**config.mk**
```make
export PLATFORM = sky130hd
export DESIGN_NAME = audio_control
export DESIGN_NICKNAME = d
export VERILOG_FILES = /design/src/rtl/audio_control_pkg.sv /design/src/rtl/audio_control_poly_counters.sv /design/src/rtl/audio_control.sv
export SDC_FILE = /design/constraint.sdc
export NUM_CORES = 1
export LEC_CHECK = 0
export BUFFER_PORTS_ARGS = -buffer_cell sky130_fd_sc_hd__buf_2
export CAP_MARGIN = 25
export CORE_MARGIN = 2
export CORE_UTILIZATION = 52
export CTS_BUF_LIST = sky130_fd_sc_hd__clkbuf_16
export DETAILED_ROUTE_END_ITERATION = 8
export HOLD_SLACK_MARGIN = 0.05
export PLACE_DENSITY = 0.75
export SYNTH_ARGS = -nofsm -noshare
export SYNTH_HDL_FRONTEND = slang
export SYNTH_SLANG_ARGS = --single-unit
```
**constraint.sdc**
```tcl
create_clock -name clk -period 2.6 [get_ports clk]
set_clock_uncertainty 0.15 [all_clocks]
set_input_delay 0.26 -clock clk [delete_from_list [all_inputs] [get_ports clk]]
set_output_delay 0.26 -clock clk [all_outputs]
set_load 0.01 [all_outputs]
```
**src/rtl/audio_control_pkg.sv**
```systemverilog
// Shared constants for the audio channel block: register bit positions, noise LFSR geometry.
// No logic and no latency of its own.
package audio_control_pkg;

    localparam int NUM_CH = 4;
    localparam int VOL_W  = 4;
    localparam int OUT_W  = VOL_W + 2;

    // AUDCx bit positions; volume occupies [VOL_W-1:0]
    localparam int AUDC_NO_POLY5  = 7;
    localparam int AUDC_POLY4_SEL = 6;
    localparam int AUDC_PURE_TONE = 5;
    localparam int AUDC_VOL_ONLY  = 4;

    // AUDCTL bit positions used by this block
    localparam int AUDCTL_POLY9_SEL = 7;
    localparam int AUDCTL_HP_CH1    = 2;
    localparam int AUDCTL_HP_CH2    = 1;

    // LFSR lengths and the zero-based index of the non-MSB tap
    localparam int POLY4_W    = 4;
    localparam int POLY4_TAP  = 2;
    localparam int POLY5_W    = 5;
    localparam int POLY5_TAP  = 2;
    localparam int POLY9_W    = 9;
    localparam int POLY9_TAP  = 3;
    localparam int POLY17_W   = 17;
    localparam int POLY17_TAP = 11;

    function automatic logic xnor_fb(input logic msb, input logic tap);
        return ~(msb ^ tap);
    endfunction

endpackage

```
**src/rtl/audio_control_poly_counters.sv**
```systemverilog
// Free-running 4/5/9/17-bit XNOR noise LFSRs; each output is its MSB, one step per enp.
// No backpressure: state advances on every enp cycle, holds otherwise.
module audio_control_poly_counters
    import audio_control_pkg::*;
(
    input  logic clk,
    input  logic reset,
    input  logic enp,
    output logic poly4_o,
    output logic poly5_o,
    output logic poly9_o,
    output logic poly17_o
);

    logic [POLY4_W-1:0]  p4_q,  p4_d;
    logic [POLY5_W-1:0]  p5_q,  p5_d;
    logic [POLY9_W-1:0]  p9_q,  p9_d;
    logic [POLY17_W-1:0] p17_q, p17_d;

    // XNOR feedback makes all-zero a legal start state (all-ones is the lockup)
    always_comb begin
        p4_d  = {p4_q[POLY4_W-2:0],   xnor_fb(p4_q[POLY4_W-1],   p4_q[POLY4_TAP])};
        p5_d  = {p5_q[POLY5_W-2:0],   xnor_fb(p5_q[POLY5_W-1],   p5_q[POLY5_TAP])};
        p9_d  = {p9_q[POLY9_W-2:0],   xnor_fb(p9_q[POLY9_W-1],   p9_q[POLY9_TAP])};
        p17_d = {p17_q[POLY17_W-2:0], xnor_fb(p17_q[POLY17_W-1], p17_q[POLY17_TAP])};
    end

    always_ff @(posedge clk) begin
        if (reset) begin
            p4_q  <= '0;
            p5_q  <= '0;
            p9_q  <= '0;
            p17_q <= '0;
        end else if (enp) begin
            p4_q  <= p4_d;
            p5_q  <= p5_d;
            p9_q  <= p9_d;
            p17_q <= p17_d;
        end
    end

    assign poly4_o  = p4_q[POLY4_W-1];
    assign poly5_o  = p5_q[POLY5_W-1];
    assign poly9_o  = p9_q[POLY9_W-1];
    assign poly17_o = p17_q[POLY17_W-1];

endmodule

```
**src/rtl/audio_control.sv**
```systemverilog
// Four audio channels shaped by AUDCx/AUDCTL and polynomial noise; timer pulse -> chVol 1 enp, -> audOut 2 enp.
// No backpressure; all state steps on enp. Optional AUDIO_HIGHPASS_FILTER_EN adds the ch1/ch2 high-pass flops.
module audio_control
    import audio_control_pkg::*;
(
    input  logic                    clk,
    input  logic                    reset,
    input  logic                    enp,
    input  logic [7:0]              D,
    input  logic                    Addr1w,
    input  logic                    Addr3w,
    input  logic                    Addr5w,
    input  logic                    Addr7w,
    input  logic                    Addr8w,
    input  logic [NUM_CH-1:0]       Timer,
    input  logic                    rstAudPhase,
    output logic [NUM_CH*VOL_W-1:0] chVol,
    output logic [OUT_W-1:0]        audOut
);

    logic [7:0]              audc_q [NUM_CH];
    logic [7:0]              audc_d [NUM_CH];
    logic                    poly9_sel_q, poly9_sel_d;
    logic [NUM_CH-1:0]       chout_q, chout_d;
    logic [NUM_CH-1:0]       eff;
    logic [NUM_CH*VOL_W-1:0] chvol_q, chvol_d;
    logic [OUT_W-1:0]        audout_q, audout_d;
    logic [NUM_CH-1:0]       wr;
    logic                    poly4, poly5, poly9, poly17, noise;

    audio_control_poly_counters u_poly (
        .clk      (clk),
        .reset    (reset),
        .enp      (enp),
        .poly4_o  (poly4),
        .poly5_o  (poly5),
        .poly9_o  (poly9),
        .poly17_o (poly17)
    );

    assign wr    = {Addr7w, Addr5w, Addr3w, Addr1w};
    assign noise = poly9_sel_q ? poly9 : poly17;

    always_comb begin
        poly9_sel_d = Addr8w ? D[AUDCTL_POLY9_SEL] : poly9_sel_q;
        for (int i = 0; i < NUM_CH; i++) begin
            audc_d[i] = wr[i] ? D : audc_q[i];
        end
    end

    // Channel flip-flops read the registered AUDC, so a same-cycle write affects only later pulses
    always_comb begin
        chout_d = chout_q;
        for (int i = 0; i < NUM_CH; i++) begin
            if (Timer[i] && !audc_q[i][AUDC_VOL_ONLY] && (audc_q[i][AUDC_NO_POLY5] || poly5)) begin
                if (audc_q[i][AUDC_PURE_TONE]) begin
                    chout_d[i] = ~chout_q[i];
                end else begin
                    chout_d[i] = audc_q[i][AUDC_POLY4_SEL] ? poly4 : noise;
                end
            end
        end
        if (rstAudPhase) begin
            chout_d = '0;
        end
    end

`ifdef AUDIO_HIGHPASS_FILTER_EN
    logic [1:0] hp_en_q, hp_en_d;
    logic [1:0] hp_q, hp_d;

    // Filter flop samples the post-update channel bit, so equal-rate clocks cancel to silence
    always_comb begin
        hp_en_d = Addr8w ? {D[AUDCTL_HP_CH2], D[AUDCTL_HP_CH1]} : hp_en_q;
        hp_d    = hp_q;
        if (Timer[2]) hp_d[0] = chout_d[0];
        if (Timer[3]) hp_d[1] = chout_d[1];
        if (rstAudPhase) hp_d = '0;
    end

    always_comb begin
        eff = chout_q;
        if (hp_en_q[0]) eff[0] = chout_q[0] ^ hp_q[0];
        if (hp_en_q[1]) eff[1] = chout_q[1] ^ hp_q[1];
    end

    always_ff @(posedge clk) begin
        if (reset) begin
            hp_en_q <= '0;
            hp_q    <= '0;
        end else if (enp) begin
            hp_en_q <= hp_en_d;
            hp_q    <= hp_d;
        end
    end
`else
    assign eff = chout_q;
`endif

    always_comb begin
        audout_d = '0;
        for (int i = 0; i < NUM_CH; i++) begin
            chvol_d[i*VOL_W +: VOL_W] = (audc_q[i][AUDC_VOL_ONLY] || eff[i]) ? audc_q[i][VOL_W-1:0]
                                                                              : '0;
            audout_d = audout_d + OUT_W'(chvol_q[i*VOL_W +: VOL_W]);
        end
    end

    always_ff @(posedge clk) begin
        if (reset) begin
            for (int i = 0; i < NUM_CH; i++) begin
                audc_q[i] <= '0;
            end
            poly9_sel_q <= 1'b0;
            chout_q     <= '0;
            chvol_q     <= '0;
            audout_q    <= '0;
        end else if (enp) begin
            for (int i = 0; i < NUM_CH; i++) begin
                audc_q[i] <= audc_d[i];
            end
            poly9_sel_q <= poly9_sel_d;
            chout_q     <= chout_d;
            chvol_q     <= chvol_d;
            audout_q    <= audout_d;
        end
    end

    assign chVol  = chvol_q;
    assign audOut = audout_q;

endmodule

```
==> reports/qor.txt, run 1 <==
fin crit share: 102.5%
Hold Fails Final Rpt: 0
hpwl dp: 5122 µm
drt pass-1 iters: 5
r2r endpoint: audOut[5]
status: complete, but fails checks
Yosys reg bits: 94
crit path kind: flip-flop to flip-flop
flop2flop setup slack: -0.07 ns
Worst EP arrival: 2.77 ns
clock-pin slew on the worst setup and hold paths: 0.06 ns
DR WL/cell: 14.49 µm
leading area contributor after synthesis: dfxtp_1
Skew-Pair Late Insertion Delay: 0.33 ns
end point of the critical path: audOut[5]
cell area power density: 715.7 mW/mm²
Clock Sinks: 94
setup bufs post-CTS: 0
Slew @ Worst Pin: 0.5535 ns
failing checks: negative setup slack
worst-path maximum fanout: 2
Initial Utilization: 53.77%
CP peak stage delay: 0.53 ns
most frequent cells in the layout: 59 x dfxtp_1, 49 x nor2_1, 42 x buf_2
Die Height: 90.60 µm
commonest non-fill, non-tap cell in the layout: dfxtp_1
antenna viol nets, final: 0
share of cells above drive strength 1: 22.98%
Yosys cell types: 34
n_diodes: 0
number of global-route vias before repair: 2559
via count: 2618
drt drc: 0
I/O Buffers: 42
Setup Viol. Count Final: 2
Rel. slew slack: 63.10%
Clock Tree Buf Depth: 2
Worst path top cell family by delay: adder cells
Worst setup SP type: flip-flop
crit-path cells: inv_2 > fa_1 > inv_1 > fa_1 > ha_2 > inv_2 > fa_2 > nor2b_2 > o21ai_2 > a311oi_2
top_reg_cell synth: dfxtp_1
Crit Reg-Reg Startpoint: chVol[1]
hold slack final: 0.05957 ns
RSZ-0062 raised after global routing: true
cts bufs inserted: 9
power consumption: 3.284 mW
first-pass GRT wire length: 12420 µm
final worst slack: -0.06512 ns
pin count of the biggest net entering global routing: 30
fmax: 375.2 MHz
Final #Nets: 438
routed vias/inst: 5.154
CTS tree: done
Area contributors post-synth: dfxtp_1 32%, edfxtp_1 25%, mux2i_1 8.7%, nor2_1 4.7%, fa_1 4.1%
depth of the most critical reg-to-reg path: 10
Async SR Flop Fraction: 0%
Synth Instances: 356
yosys warns: 0
beginning of the worst hold path: D[2]
Critical Path End Type: flip-flop
syn avg cell area: 10.96 µm²
Post-synth EDFFs: 32
final core occ: 63.26%
Worst path slowest cell: fa_1
CP Launch Point: chVol[1]
Ports: 43
min Tclk post-route: 2.665 ns
buffers and inverters on the worst path: 3
Tightest Hold Check Type: primary input to flip-flop
GRT Residual Overflow: 0
Fill cells: 592
maxcap violations: 0
row cnt: 31
gpl congestion: 0.8008
post-synth top area share: 31.83%
clock root buffer: clkbuf_16
H-Tree Depth: 3
Area Overhead vs Synth: 17.65%
total track usage: 19.30%
critical path depth in cells: 10
CP required: 2.70 ns
Netlist Area Pre-Place: 0.003900 mm²
fin. max-slew vios: 0
Final Routed Wirelength: 7362 µm
die width: 90.60 µm
post-synthesis sequential area ratio: 56.46%
peak supply drop: 0.4798 mV
initial antenna violation count: 0
DR iter-0 viols: 132
core area: 0.007253 mm²
Leak Pwr: 1.942 nW
die footprint: 0.008208 mm²
Mapped Nets: 390
## Yosys cell counts, types with 5 or more instances
master / number
and2_1: 16
mux2i_1: 34
fa_1: 8
a21oi_1: 26
dfxtp_1: 62
inv_1: 17
ha_1: 5
nand3_1: 18
nor2_1: 49
edfxtp_1: 32
a211oi_1: 5
nand2b_1: 8
nand2_1: 20
buf_2: 12
## power breakdown
| part | total (mW) | internal [mW] | leakage (nW) | switching, mW |
|---|---|---|---|---|
| Sequential | 1.64 | 1.60 | 0.830 | 0.0421 |
| Combinational | 0.275 | 0.118 | 0.963 | 0.157 |
| Clock | 1.37 | 0.835 | 0.149 | 0.532 |
## per-stage QoR
step	instances	cell area (µm²)	setup slack [ns]	setup TNS, ns
6_report	508	4588	-0.06512	-0.06552
5_1_grt	508	4588	-0.1624	-0.3266
4_1_cts	508	4564	-0.1105	-0.1105
3_5_place_dp	492	4238	-0.07573	-0.09427
3_3_place_gp	492	4238	-0.01617	-0.01617
2_1_floorplan	356	3908	-0.01621	-0.01621
## logic make-up (layout without fill, tap and decap cells)
group / Yosys count / in the layout / share of synthesized area [%]
fa+ha+maj: 13 / 13 / 5.711
mux: 35 / 35 / 9.111
simple gates: 126 / 126 / 15.69
xor+xnor: 5 / 5 / 1.123
compound gates: 48 / 48 / 7.764
buf+inv: 35 / 88 / 4.138
flops: 94 / 94 / 56.46
## sequential cells by signal, summed over array words and instances, names as in the netlist
register	flops
chout_q	4
u_poly.p17_q	17
u_poly.p4_q	4
u_poly.p5_q	5
poly9_sel_q	1
chVol	16
u_poly.p9_q	9
audOut	6
audc_q	32
## per-layer routing
layer,global-route usage (%),vias to the layer above,part of all wire (%)
met5,0,-,0
met4,9.103,0,2.1
met3,3.673,10,3.7
met2,30.47,57,48
met1,25.74,1243,47
li1,-,1308,-
## final cells by class
type                       instances  area (µm²)  share of cell area [%]
clock buffer                       9       225.2                   4.909
timing repair buffer              54       300.3                   6.545
sequential                        94        2206                   48.08
tap                               99       123.9                   2.700
clock inverter                     7       88.84                   1.936
inverter                          18       67.56                   1.473
multi-input combinational        227        1577                   34.36
## worst min path at each step
stage,slack [ns],to,cells after the start
after global placement,0.31,poly9_sel_q,2
after global routing,0.06,audc_q[3][0],2
after floorplan,0.27,poly9_sel_q,2
final,0.06,audc_q[3][2],2
after detailed placement,0.32,poly9_sel_q,2
after CTS,0.06,audc_q[3][3],2
## what timing repair did
action / 4_1_cts / 5_1_grt
gates resized for setup: 1 / 6
endpoints found under the setup margin: 3 / 4
pin swaps: 3 / 5
hold buffers: 0 / 0
No activity file was read; power rests on OpenSTA's default activity.
==> inputs of run 2 (changes only) <==
--- a/config.mk
+++ b/config.mk
@@ -12,7 +12,8 @@
 export CTS_BUF_LIST = sky130_fd_sc_hd__clkbuf_16
 export DETAILED_ROUTE_END_ITERATION = 8
 export HOLD_SLACK_MARGIN = 0.05
-export PLACE_DENSITY = 0.75
+export PLACE_DENSITY = 0.73
+export SLEW_MARGIN = 15
 export SYNTH_ARGS = -nofsm -noshare
 export SYNTH_HDL_FRONTEND = slang
 export SYNTH_SLANG_ARGS = --single-unit
==> run 2 against run 1 <==
  * The flow still finishes with violations (negative setup slack)
  * Register-to-register slack is essentially flat
  * Global-route usage fell by 0.16 points
  * Combinational power grew 2%
  * Die area unchanged
  * Maximum frequency barely moved
==> reports/qor.txt, run 2 (synthesized netlist as in run 1, its figures left out) <==
crit-path cells: inv_2 > fa_1 > inv_1 > fa_1 > ha_2 > inv_2 > fa_2 > nor2b_2 > o21ai_1 > a311oi_1
Hold Fails Final Rpt: 0
gpl congestion: 0.7860
commonest non-fill, non-tap cell in the layout: dfxtp_1
Worst setup SP type: flip-flop
met1 wire length: 3345 µm
depth of the most critical reg-to-reg path: 10
row cnt: 31
most frequent cells in the layout: 59 x dfxtp_1, 49 x nor2_1, 42 x buf_2
CP required: 2.70 ns
Area Overhead vs Synth: 17.39%
maxcap violations: 0
routed vias/inst: 5.175
Largest Register: audc_q
final core occ: 63.12%
n_diodes: 0
antenna viol nets, final: 0
min Tclk post-route: 2.666 ns
wire length on met3: 239 µm
hpwl dp: 5139 µm
total track usage: 19.14%
fin crit share: 102.5%
final non-filler cell area: 0.004578 mm²
die width: 90.60 µm
die footprint: 0.008208 mm²
status: complete, but fails checks
via count: 2629
Final #Nets: 438
fmax: 375.2 MHz
number of global-route vias before repair: 2615
Tightest Hold Check Type: primary input to flip-flop
WHS Endpoint: audc_q[3][6]
H-Tree Depth: 3
worst-path maximum fanout: 2
final worst slack: -0.06560 ns
Rel. slew slack: 64.93%
Worst path top cell family by delay: adder cells
power consumption: 3.193 mW
Critical Path End Type: flip-flop
cts hold-fix bufs: 0
hold path depth: 2
peak supply drop: 0.4725 mV
GRT Residual Overflow: 0
DR iter-0 viols: 137
Clock Sinks: 94
CTS tree: done
Ports: 43
pre-CTS WS: -0.07685 ns
setup bufs post-CTS: 0
CP Launch Point: chVol[1]
Worst path slowest cell: fa_1
Clock Tree Buf Depth: 2
crit path kind: flip-flop to flip-flop
drt pass-1 iters: 4
Crit Reg-Reg Startpoint: chVol[1]
share of cells above drive strength 1: 22.25%
cell area power density: 697.4 mW/mm²
failing checks: negative setup slack
Slew @ Worst Pin: 0.5220 ns
area post-placement: 0.004250 mm²
max reg flops: 32
Die Height: 90.60 µm
RSZ-0062 raised after global routing: true
Fin Setup TNS: -0.07087 ns
clock root buffer: clkbuf_16
Final Routed Wirelength: 7452 µm
core area: 0.007253 mm²
met2 wire length: 3711 µm
first-pass GRT wire length: 12410 µm
CP peak stage delay: 0.53 ns
Skew-Pair Late Insertion Delay: 0.34 ns
pin count of the biggest net entering global routing: 49
I/O Buffers: 42
Setup Viol. Count Final: 2
fin. max-slew vios: 0
r2r endpoint: audOut[5]
cts bufs inserted: 9
beginning of the worst hold path: D[6]
buffers and inverters on the worst path: 3
initial antenna violation count: 0
drt drc: 0
clock-pin slew on the worst setup and hold paths: 0.06 ns
Top Layer Used: met4
flop2flop setup slack: -0.07 ns
DR WL/cell: 14.67 µm
Worst EP arrival: 2.77 ns
Leak Pwr: 1.950 nW
Initial Utilization: 53.77%
==> run 2: changes by cell type in the layout (fill, tap and decap cells not counted), sizes merged <==
cell,before,now
bufinv,2,0
clkbuf,9,11
clkinv,3,1
clkinvlp,2,1
inv,18,21
==> run 2: worst max-delay path by stage <==
stage          slack, ns         to  cells after the start
2_1_floorplan      -0.02  audOut[5]                     10
3_3_place_gp       -0.02  audOut[5]                     10
3_5_place_dp       -0.08  audOut[5]                     10
4_1_cts            -0.10  audOut[5]                     10
5_1_grt            -0.17  audOut[5]                     10
6_report           -0.07  audOut[5]                     10
==> run 2: report_power, final <==
group / internal [mW] / leakage (nW) / total [mW] / switching [mW]
logic: 0.123 / 0.969 / 0.281 / 0.158
registers: 1.60 / 0.830 / 1.64 / 0.0410
clock network: 0.751 / 0.152 / 1.27 / 0.520
==> run 2: metrics by stage <==
step | hold WS, ns | instances
after global placement | 0.3080 | 492
after detailed placement | 0.3149 | 492
after floorplan | 0.2708 | 356
final | 0.06975 | 508
after global routing | 0.07483 | 508
after CTS | 0.06345 | 508
==> run 2: area by class of cell <==
cell class	instances	area (µm²)
inverter	18	67.56
timing repair buffer	54	312.8
clock buffer	11	275.3
multi-input combinational	227	1570
fill	585	2675
clock inverter	5	22.52
sequential	94	2206
tap	99	123.9
==> run 2: metal layers <==
metal  track usage, %  vias to the layer above
met4            8.462                        0
met5                0                        -
met3            2.922                       12
met1            24.48                     1264
li1                 -                     1307
met2            32.21                       46
==> run 2: timing repair <==
action                     4_1_cts  5_1_grt
gates resized for setup          0        6
pin swaps                        4        5
setup endpoints to repair        2        4
